===== config.mk =====
export PLATFORM = sky130hd
export DESIGN_NAME = special_reg_bank
export DESIGN_NICKNAME = d
export VERILOG_FILES = /design/src/rtl/special_reg_bank.sv
export SDC_FILE = /design/constraint.sdc
export NUM_CORES = 1
export LEC_CHECK = 0
export ABC_AREA = 0
export CAP_MARGIN = 20
export CORE_UTILIZATION = 56
export DETAILED_ROUTE_END_ITERATION = 12
export PLACE_DENSITY = 0.94
export SLEW_MARGIN = 15
export SYNTH_ARGS = -nofsm -noshare
export SYNTH_HDL_FRONTEND = slang
export SYNTH_SLANG_ARGS = --single-unit

===== constraint.sdc =====
create_clock -name clk_i -period 6.4 [get_ports clk_i]
set_input_delay 0.64 -clock clk_i [delete_from_list [all_inputs] [get_ports clk_i]]
set_output_delay 0.64 -clock clk_i [all_outputs]
set_load 0.05 [all_outputs]

===== src/rtl/special_reg_bank.sv =====
// Special-register bank: PC, LR, MR, FLAGS, EPC and read-only STATUS, with hardware
// PC sequencing (step/branch/call/return/trap/eret), masked flag updates and two read ports.
module special_reg_bank #(
    parameter int                DATA_W   = 64,
    parameter int                FLAG_W   = 4,
    parameter int                PC_STEP  = 4,
    parameter logic [DATA_W-1:0] PC_RESET = '0,
    parameter logic [DATA_W-1:0] TRAP_VEC = DATA_W'('h100)
) (
    input  logic              clk_i,
    input  logic              rst_i,
    input  logic              wr_en_i,
    input  logic [2:0]        wr_addr_i,
    input  logic [DATA_W-1:0] wr_data_i,
    input  logic [2:0]        rd_addr_a_i,
    output logic [DATA_W-1:0] rd_data_a_o,
    input  logic [2:0]        rd_addr_b_i,
    output logic [DATA_W-1:0] rd_data_b_o,
    input  logic              pc_stall_i,
    input  logic              br_en_i,
    input  logic              call_en_i,
    input  logic [DATA_W-1:0] br_target_i,
    input  logic              ret_en_i,
    input  logic              trap_en_i,
    input  logic              eret_en_i,
    input  logic              flag_we_i,
    input  logic [FLAG_W-1:0] flag_mask_i,
    input  logic [FLAG_W-1:0] flag_in_i,
    output logic [DATA_W-1:0] pc_o,
    output logic              in_trap_o
);

    localparam logic [2:0] A_PC     = 3'd0;
    localparam logic [2:0] A_LR     = 3'd1;
    localparam logic [2:0] A_MR     = 3'd2;
    localparam logic [2:0] A_FLAGS  = 3'd3;
    localparam logic [2:0] A_EPC    = 3'd4;
    localparam logic [2:0] A_STATUS = 3'd5;

    typedef enum logic [2:0] {
        PC_SRC_TRAP,
        PC_SRC_ERET,
        PC_SRC_WR,
        PC_SRC_BR,
        PC_SRC_RET,
        PC_SRC_HOLD,
        PC_SRC_STEP
    } pc_src_e;

    logic [DATA_W-1:0] pc_q, pc_d;
    logic [DATA_W-1:0] lr_q, lr_d;
    logic [DATA_W-1:0] mr_q, mr_d;
    logic [DATA_W-1:0] epc_q, epc_d;
    logic [FLAG_W-1:0] flags_q, flags_d;
    logic              in_trap_q, in_trap_d;

    logic [DATA_W-1:0] pc_inc;
    logic              eret_take;
    pc_src_e           pc_src;

    assign pc_inc    = pc_q + DATA_W'(PC_STEP);
    // eret outside a trap is ignored so the lower-priority sources still apply
    assign eret_take = eret_en_i & in_trap_q;

    always_comb begin
        pc_src = PC_SRC_STEP;
        if (trap_en_i)                           pc_src = PC_SRC_TRAP;
        else if (eret_take)                      pc_src = PC_SRC_ERET;
        else if (wr_en_i && wr_addr_i == A_PC)   pc_src = PC_SRC_WR;
        else if (call_en_i || br_en_i)           pc_src = PC_SRC_BR;
        else if (ret_en_i)                       pc_src = PC_SRC_RET;
        else if (pc_stall_i)                     pc_src = PC_SRC_HOLD;
    end

    always_comb begin
        pc_d = pc_inc;
        case (pc_src)
            PC_SRC_TRAP: pc_d = TRAP_VEC;
            PC_SRC_ERET: pc_d = epc_q;
            PC_SRC_WR:   pc_d = wr_data_i;
            PC_SRC_BR:   pc_d = br_target_i;
            PC_SRC_RET:  pc_d = lr_q;
            PC_SRC_HOLD: pc_d = pc_q;
            default:     pc_d = pc_inc;
        endcase
    end

    // Link only when the call actually steered the PC
    always_comb begin
        lr_d = lr_q;
        if (pc_src == PC_SRC_BR && call_en_i)     lr_d = pc_inc;
        else if (wr_en_i && wr_addr_i == A_LR)    lr_d = wr_data_i;
    end

    always_comb begin
        mr_d = mr_q;
        if (wr_en_i && wr_addr_i == A_MR) mr_d = wr_data_i;
    end

    always_comb begin
        flags_d = flags_q;
        if (wr_en_i && wr_addr_i == A_FLAGS) flags_d = wr_data_i[FLAG_W-1:0];
        else if (flag_we_i)                  flags_d = (flags_q & ~flag_mask_i) | (flag_in_i & flag_mask_i);
    end

    // Nested traps keep the EPC of the outermost trap
    always_comb begin
        epc_d = epc_q;
        if (trap_en_i && !in_trap_q)            epc_d = pc_q;
        else if (wr_en_i && wr_addr_i == A_EPC) epc_d = wr_data_i;
    end

    always_comb begin
        in_trap_d = in_trap_q;
        if (trap_en_i)      in_trap_d = 1'b1;
        else if (eret_take) in_trap_d = 1'b0;
    end

    always_ff @(posedge clk_i) begin
        if (rst_i) begin
            pc_q      <= PC_RESET;
            lr_q      <= '0;
            mr_q      <= '0;
            epc_q     <= '0;
            flags_q   <= '0;
            in_trap_q <= 1'b0;
        end else begin
            pc_q      <= pc_d;
            lr_q      <= lr_d;
            mr_q      <= mr_d;
            epc_q     <= epc_d;
            flags_q   <= flags_d;
            in_trap_q <= in_trap_d;
        end
    end

    logic [1:0][2:0]        rd_addr;
    logic [1:0][DATA_W-1:0] rd_data;

    assign rd_addr = {rd_addr_b_i, rd_addr_a_i};

    for (genvar p = 0; p < 2; p++) begin : g_rd
        always_comb begin
            rd_data[p] = '0;
            case (rd_addr[p])
                A_PC:     rd_data[p] = pc_q;
                A_LR:     rd_data[p] = lr_q;
                A_MR:     rd_data[p] = mr_q;
                A_FLAGS:  rd_data[p] = {{(DATA_W-FLAG_W){1'b0}}, flags_q};
                A_EPC:    rd_data[p] = epc_q;
                A_STATUS: rd_data[p] = {{(DATA_W-1){1'b0}}, in_trap_q};
                default:  rd_data[p] = '0;
            endcase
        end
    end

    assign rd_data_a_o = rd_data[0];
    assign rd_data_b_o = rd_data[1];
    assign pc_o        = pc_q;
    assign in_trap_o   = in_trap_q;

endmodule


==> flow_summary.json, run 1 <==
{
  "status": "completed",
  "setup_ws_ns": 1.635,
  "gr-total-overflow": 0,
  "port_buffers": 347,
  "postRouteAntennaNets": 0,
  "p_leak_uw": 0.007472,
  "clockRootBuffer": "clkbuf_16",
  "regToRegStartpoint": "pc_o[2]",
  "grt_util_all_layers": 0.4190,
  "grt_max_degree": 138,
  "cp.required_ns": 5.76,
  "r2r-end": "pc_o[60]",
  "chipHeight_um": 177.3,
  "synth_cell_types": 61,
  "synth_common_cells": "295 x nand2_1, 261 x dfxtp_1, 226 x clkbuf_1, 221 x a21oi_1, 205 x a211oi_1",
  "viasPerCell": 7.127,
  "slew_viol_final": 0,
  "hold_buffers": 0,
  "place_ws_ns": 1.760,
  "drive_gt1_frac": 0.04816,
  "power_density_nw_per_um2": 219.1,
  "maxCapViolations": 0,
  "drc": 0,
  "design.die.area_um2": 31450,
  "synthArstFlopShare": 0,
  "post_drt_wl_per_cell_um": 23.83,
  "hp-start": "mr_q[51]",
  "synthTopCellsByArea": "dfxtp_1 30%, a211oi_1 8.9%, nand2_1 6.4%",
  "synth_flop_cell": "dfxtp_1",
  "critPathKind": "in2out",
  "synth_warnings": 0,
  "clockBufferDepth": 3,
  "cp_max_fo": 33,
  "initial_core_util": 0.5748,
  "cts_tree": "yes",
  "fin_tns_setup_ns": 0,
  "worst-slew-pin-transition_ns": 1.090,
  "hold_violations": 0,
  "antenna_found_initial": 8,
  "worstPathCellList": "clkdlybuf4s50_1 -> nand2b_1 -> nor2_4 -> buf_4 -> a22o_1 -> a221o_1 -> clkdlybuf4s50_1",
  "clock_latency_ns": 0.55,
  "num_vias": 20300,
  "synth_nets": 2440,
  "cp.arrival_ns": 4.13,
  "crit_top_cell": "clkdlybuf4s50_1",
  "cp-end-kind": "primary output",
  "hpwl_um": 43460,
  "clk_pin_slew_ns": 0.06,
  "routabilityCongestion": 0.9283,
  "grt_first_pass_wirelength_um": 105400,
  "drtIter0Drc": 3073,
  "synth_area_um2": 17220,
  "setup_viol": 0,
  "max_stage_delay_ns": 0.84,
  "cts.sinks": 261,
  "pin_count": 348,
  "synth_top_cell_by_area": "dfxtp_1",
  "ctsResizeCount": 0,
  "row_count": 63,
  "regArea_um2": 5225,
  "numCtsBuffers": 29,
  "hp-class": "reg2reg",
  "ir_drop_mv": 0.1913,
  "synth_edf_count": 0,
  "n_fill_cell": 2271,
  "rr_worst_depth": 7,
  "fp.dieW_um": 177.3,
  "slew_headroom": 0.2734,
  "fmax_mhz": 209.9,
  "ys_seq_area_frac": 0.3035,
  "dr.pass1.iters": 7,
  "cts-htree-levels": 1,
  "final_util": 0.7193,
  "yosys.area.top_type_share": 0.3035,
  "hold_depth": 2,
  "avgSynthCellArea_um2": 7.538,
  "finClkSkew_ns": 0.009410,
  "grt_pass1_vias": 19590,
  "multiInputGateArea_um2": 11000,
  "syn_inst": 2284,
  "drt_wl_total_um": 67880,
  "postCtsSetupBuffers": 0,
  "crit_slowest_cell": "clkdlybuf4s50_1",
  "fin_crit_sh": 0.7446,
  "grt_setup_unrepaired": "false",
  "synthToLayoutAreaGrowth_pct": 25.13,
  "ys_seq_elements": 261,
  "period_needed_ns": 4.765,
  "cp-start-kind": "input port",
  "r2r_slack_ns": 3.12,
  "whs_endpoint": "mr_q[51]",
  "fin_nets": 2585,
  "coreArea_um2": 29950,
  "synth.most_common_cell": "nand2_1"
}
## logic make-up after synthesis
group	count (synthesis)	share of synthesized area
xor+xnor	97	0.04934
flops	261	0.3035
buf+inv	283	0.06424
mux	94	0.05545
simple gates	762	0.2064
compound gates	786	0.3204
fa+ha+maj	1	0.0007266
## worst max-delay path by stage
stage | end | cells past startpoint | startpoint | slack (ns)
floorplan | lr_q[51] | 7 | pc_o[32] | 3.58
global placement | rd_data_a_o[27] | 7 | rd_addr_a_i[1] | 1.90
detailed placement | rd_data_a_o[19] | 7 | rd_addr_a_i[1] | 1.76
CTS | rd_data_a_o[19] | 7 | rd_addr_a_i[1] | 1.75
global route | rd_data_a_o[22] | 7 | rd_addr_a_i[1] | 1.58
finish | rd_data_b_o[41] | 7 | rd_addr_b_i[2] | 1.63
## sequential cells by signal, summed over array words and instances, names as in the netlist, named ones only
register   count
in_trap_o      1
epc_q         64
lr_q          64
mr_q          64
pc_o          64
## metal layers
layer,share of wire,GRT usage,vias to the layer above
li1,-,-,8782
met3,0.13,0.09019,356
met2,0.45,0.6523,1819
met4,0.055,0.2561,2
met1,0.37,0.5288,9340
met5,0.00019,0,-
## critical path, delay by kind of cell
kind	cells	cell delay, ns
AO/OA/AOI/OAI	2	0.33
buffers and inverters	3	2.01
AND/OR/NAND/NOR	2	1.08
## final cells by class
cell class / instances / area share
Inverter: 15 / 0.002613
Clock inverter: 12 / 0.007724
Clock buffer: 40 / 0.03885
Sequential cell: 261 / 0.2425
Multi-Input combinational cell: 1740 / 0.5108
Tap cell: 390 / 0.02265
Timing Repair Buffer: 382 / 0.1739
Antenna cell: 8 / 0.0009292
## power breakdown
part | leakage, uW | switching [uW] | total (uW) | internal (uW)
clock | 0.000497 | 709 | 1780 | 1070
combinational | 0.00483 | 651 | 1050 | 397
sequential | 0.00214 | 168 | 1890 | 1720
## layout by cell type (no fill, tap or decap), types with 40 or more instances in the layout
master,count
o21ai_0,42
nor2_1,160
a221o_1,61
mux2i_1,92
a211oi_1,205
xnor2_1,60
a21oi_1,221
clkdlybuf4s50_1,345
nor2b_1,45
a22o_1,60
nor3_1,40
a22oi_1,121
nand3_1,75
dfxtp_1,261
nand2_1,295
## stage by stage
stage	hold slack (ns)	area (um^2)	std cells	total power, uW
finish	0.4747	21540	2848	4720
global route	0.4895	21540	2846	4837
CTS	0.4705	21500	2839	4675
detailed placement	0.4625	20500	2787	2933
global placement	0.4586	20500	2787	2903
floorplan	0.4472	17220	2284	2534
Note: power is estimated with default switching activity, not from simulation.
==> inputs of run 2 (changes only) <==
--- a/config.mk
+++ b/config.mk
@@ -7,9 +7,9 @@
 export LEC_CHECK = 0
 export ABC_AREA = 0
 export CAP_MARGIN = 20
-export CORE_UTILIZATION = 56
+export CORE_UTILIZATION = 48
 export DETAILED_ROUTE_END_ITERATION = 12
-export PLACE_DENSITY = 0.94
+export PLACE_DENSITY = 0.86
 export SLEW_MARGIN = 15
 export SYNTH_ARGS = -nofsm -noshare
 export SYNTH_HDL_FRONTEND = slang
==> constraint.sdc (replaced) <==
create_clock -name clk_i -period 4.2 [get_ports clk_i]
set_input_delay 0.42 -clock clk_i [delete_from_list [all_inputs] [get_ports clk_i]]
set_output_delay 0.42 -clock clk_i [all_outputs]
set_load 0.05 [all_outputs]
==> run 2 against run 1 <==
  * First-iteration DRC count down 18%
  * Sequential power up 52%
  * Core utilization down 9.9 points
  * Highest routed layer unchanged
==> flow_summary.json, run 2 (synthesis gave the netlist of run 1 again) <==
{
  "status": "completed",
  "cts.sinks": 261,
  "p_clk_frac": 0.349,
  "critPathKind": "in2out",
  "fp.dieW_um": 191.4,
  "synthToLayoutAreaGrowth_pct": 25.71,
  "post_drt_wl_per_cell_um": 24.65,
  "cts-htree-levels": 1,
  "finClkSkew_ns": 0.02384,
  "cp-end-kind": "primary output",
  "clock_latency_ns": 0.57,
  "fin_crit_sh": 0.8518,
  "numCtsBuffers": 29,
  "ir_drop_mv": 0.2969,
  "hold_ws_ns": 0.4725,
  "p_sw_frac": 0.3382,
  "cp.arrival_ns": 3.16,
  "seqPwrFrac": 0.415,
  "cp.required_ns": 3.78,
  "gr-total-overflow": 0,
  "critPathBufInv": 3,
  "cp-start-kind": "input port",
  "postCtsSetupBuffers": 0,
  "p_leak_uw": 0.007645,
  "pin_count": 348,
  "drc": 0,
  "port_buffers": 347,
  "grt_first_pass_wirelength_um": 109800,
  "clk_pin_slew_ns": 0.06,
  "hp-class": "reg2reg",
  "crit_top_cell": "clkdlybuf4s50_1",
  "fin_tns_setup_ns": 0,
  "power_density_nw_per_um2": 320.1,
  "crit_slowest_cell": "clkdlybuf4s50_1",
  "drt_wl_total_um": 72410,
  "hold_buffers": 0,
  "final_util": 0.6205,
  "place_ws_ns": 0.6631,
  "grt_setup_unrepaired": "false",
  "max_stage_delay_ns": 0.81,
  "ctsResizeCount": 0,
  "drive_gt1_frac": 0.07556,
  "p_total_uw": 6929,
  "cts_tree": "yes",
  "p_sw_uw": 2343,
  "dr.pass1.iters": 6,
  "hpwl_um": 47420,
  "clockRootBuffer": "clkbuf_16",
  "maxCapViolations": 0,
  "fmax_mhz": 279.5,
  "intPower_uw": 4586,
  "period_needed_ns": 3.578,
  "slew_headroom": 0.3154,
  "slew_viol_final": 0,
  "routabilityCongestion": 0.9354,
  "path_delay_family": "buffers and inverters",
  "coreArea_um2": 34880,
  "worst-slew-pin-transition_ns": 1.027,
  "postRouteAntennaNets": 0,
  "setup_ws_ns": 0.6224,
  "setup_viol": 0,
  "grt_pass1_vias": 19350,
  "row_count": 68,
  "final_cell_mix": "295 x nand2_1, 292 x clkdlybuf4s50_1, 261 x dfxtp_1",
  "hold_violations": 0,
  "chipHeight_um": 191.4,
  "cp_max_fo": 44,
  "worstPathCellList": "clkdlybuf4s50_1 -> nor3_2 -> buf_4 -> a22oi_1 -> nand2_1 -> clkdlybuf4s50_1",
  "clockBufferDepth": 3,
  "grt_util_all_layers": 0.3805,
  "grt_max_degree": 139,
  "num_vias": 20270,
  "initial_core_util": 0.4936,
  "fin_nets": 2612,
  "mostFrequentLayoutCell": "nand2_1",
  "viasPerCell": 6.900,
  "antenna_found_initial": 10,
  "pwr-share-comb": 0.235,
  "design.die.area_um2": 36630,
  "drtIter0Drc": 2507
}
## run 2: worst register-to-register path, cell delays in order, from the launching register on
cell      delay [ns]
dfxtp_1         0.58
nand3_1         0.44
nor4_1          0.58
nand4_1         0.77
nor4_1          0.59
xnor2_1         0.11
a211oi_1        0.22
## run 2: layer usage
metal / vias to the layer above / global-route usage / wire length (um)
met3: 296 / 0.07417 / 9207
met4: 4 / 0.2115 / 3920
met5: - / 0 / 27
met1: 9512 / 0.4857 / 26820
met2: 1617 / 0.5996 / 32430
li1: 8842 / - / -
## run 2: through the flow
stage               instance area, um^2  cells
global route                      21640   2936
floorplan                         17220   2284
detailed placement                20760   2880
CTS                               21620   2930
finish                            21640   2938
global placement                  20760   2880
## run 2: final timing paths
check                 startpoint               to  slack (ns)  cells after the start
setup / recovery  rd_addr_a_i[1]  rd_data_a_o[41]        0.62                      6
hold reg to reg         mr_q[57]         mr_q[57]        0.47                      2
hold / removal          mr_q[57]         mr_q[57]        0.47                      2
setup reg to reg        pc_o[32]         pc_o[52]        0.81                      6
## run 2: power groups by stage
stage               Sequential [uW]  Clock, uW  Combinational, uW
detailed placement             2920          0               1590
floorplan                      2910          0                949
global route                   2890       2520               1710
global placement               2910          0               1550
finish                         2880       2420               1630
CTS                            2860       2410               1600
## run 2: layout make-up
class	count	area [um^2]
multi-input cells	1740	11010
inverters	15	56.30
repair buffers	409	3905
clock buffers	46	829.5
well taps	455	569.3
fillers	2996	13240
diodes	8	20.02
flip-flops and latches	261	5225
clock inverters	4	32.53
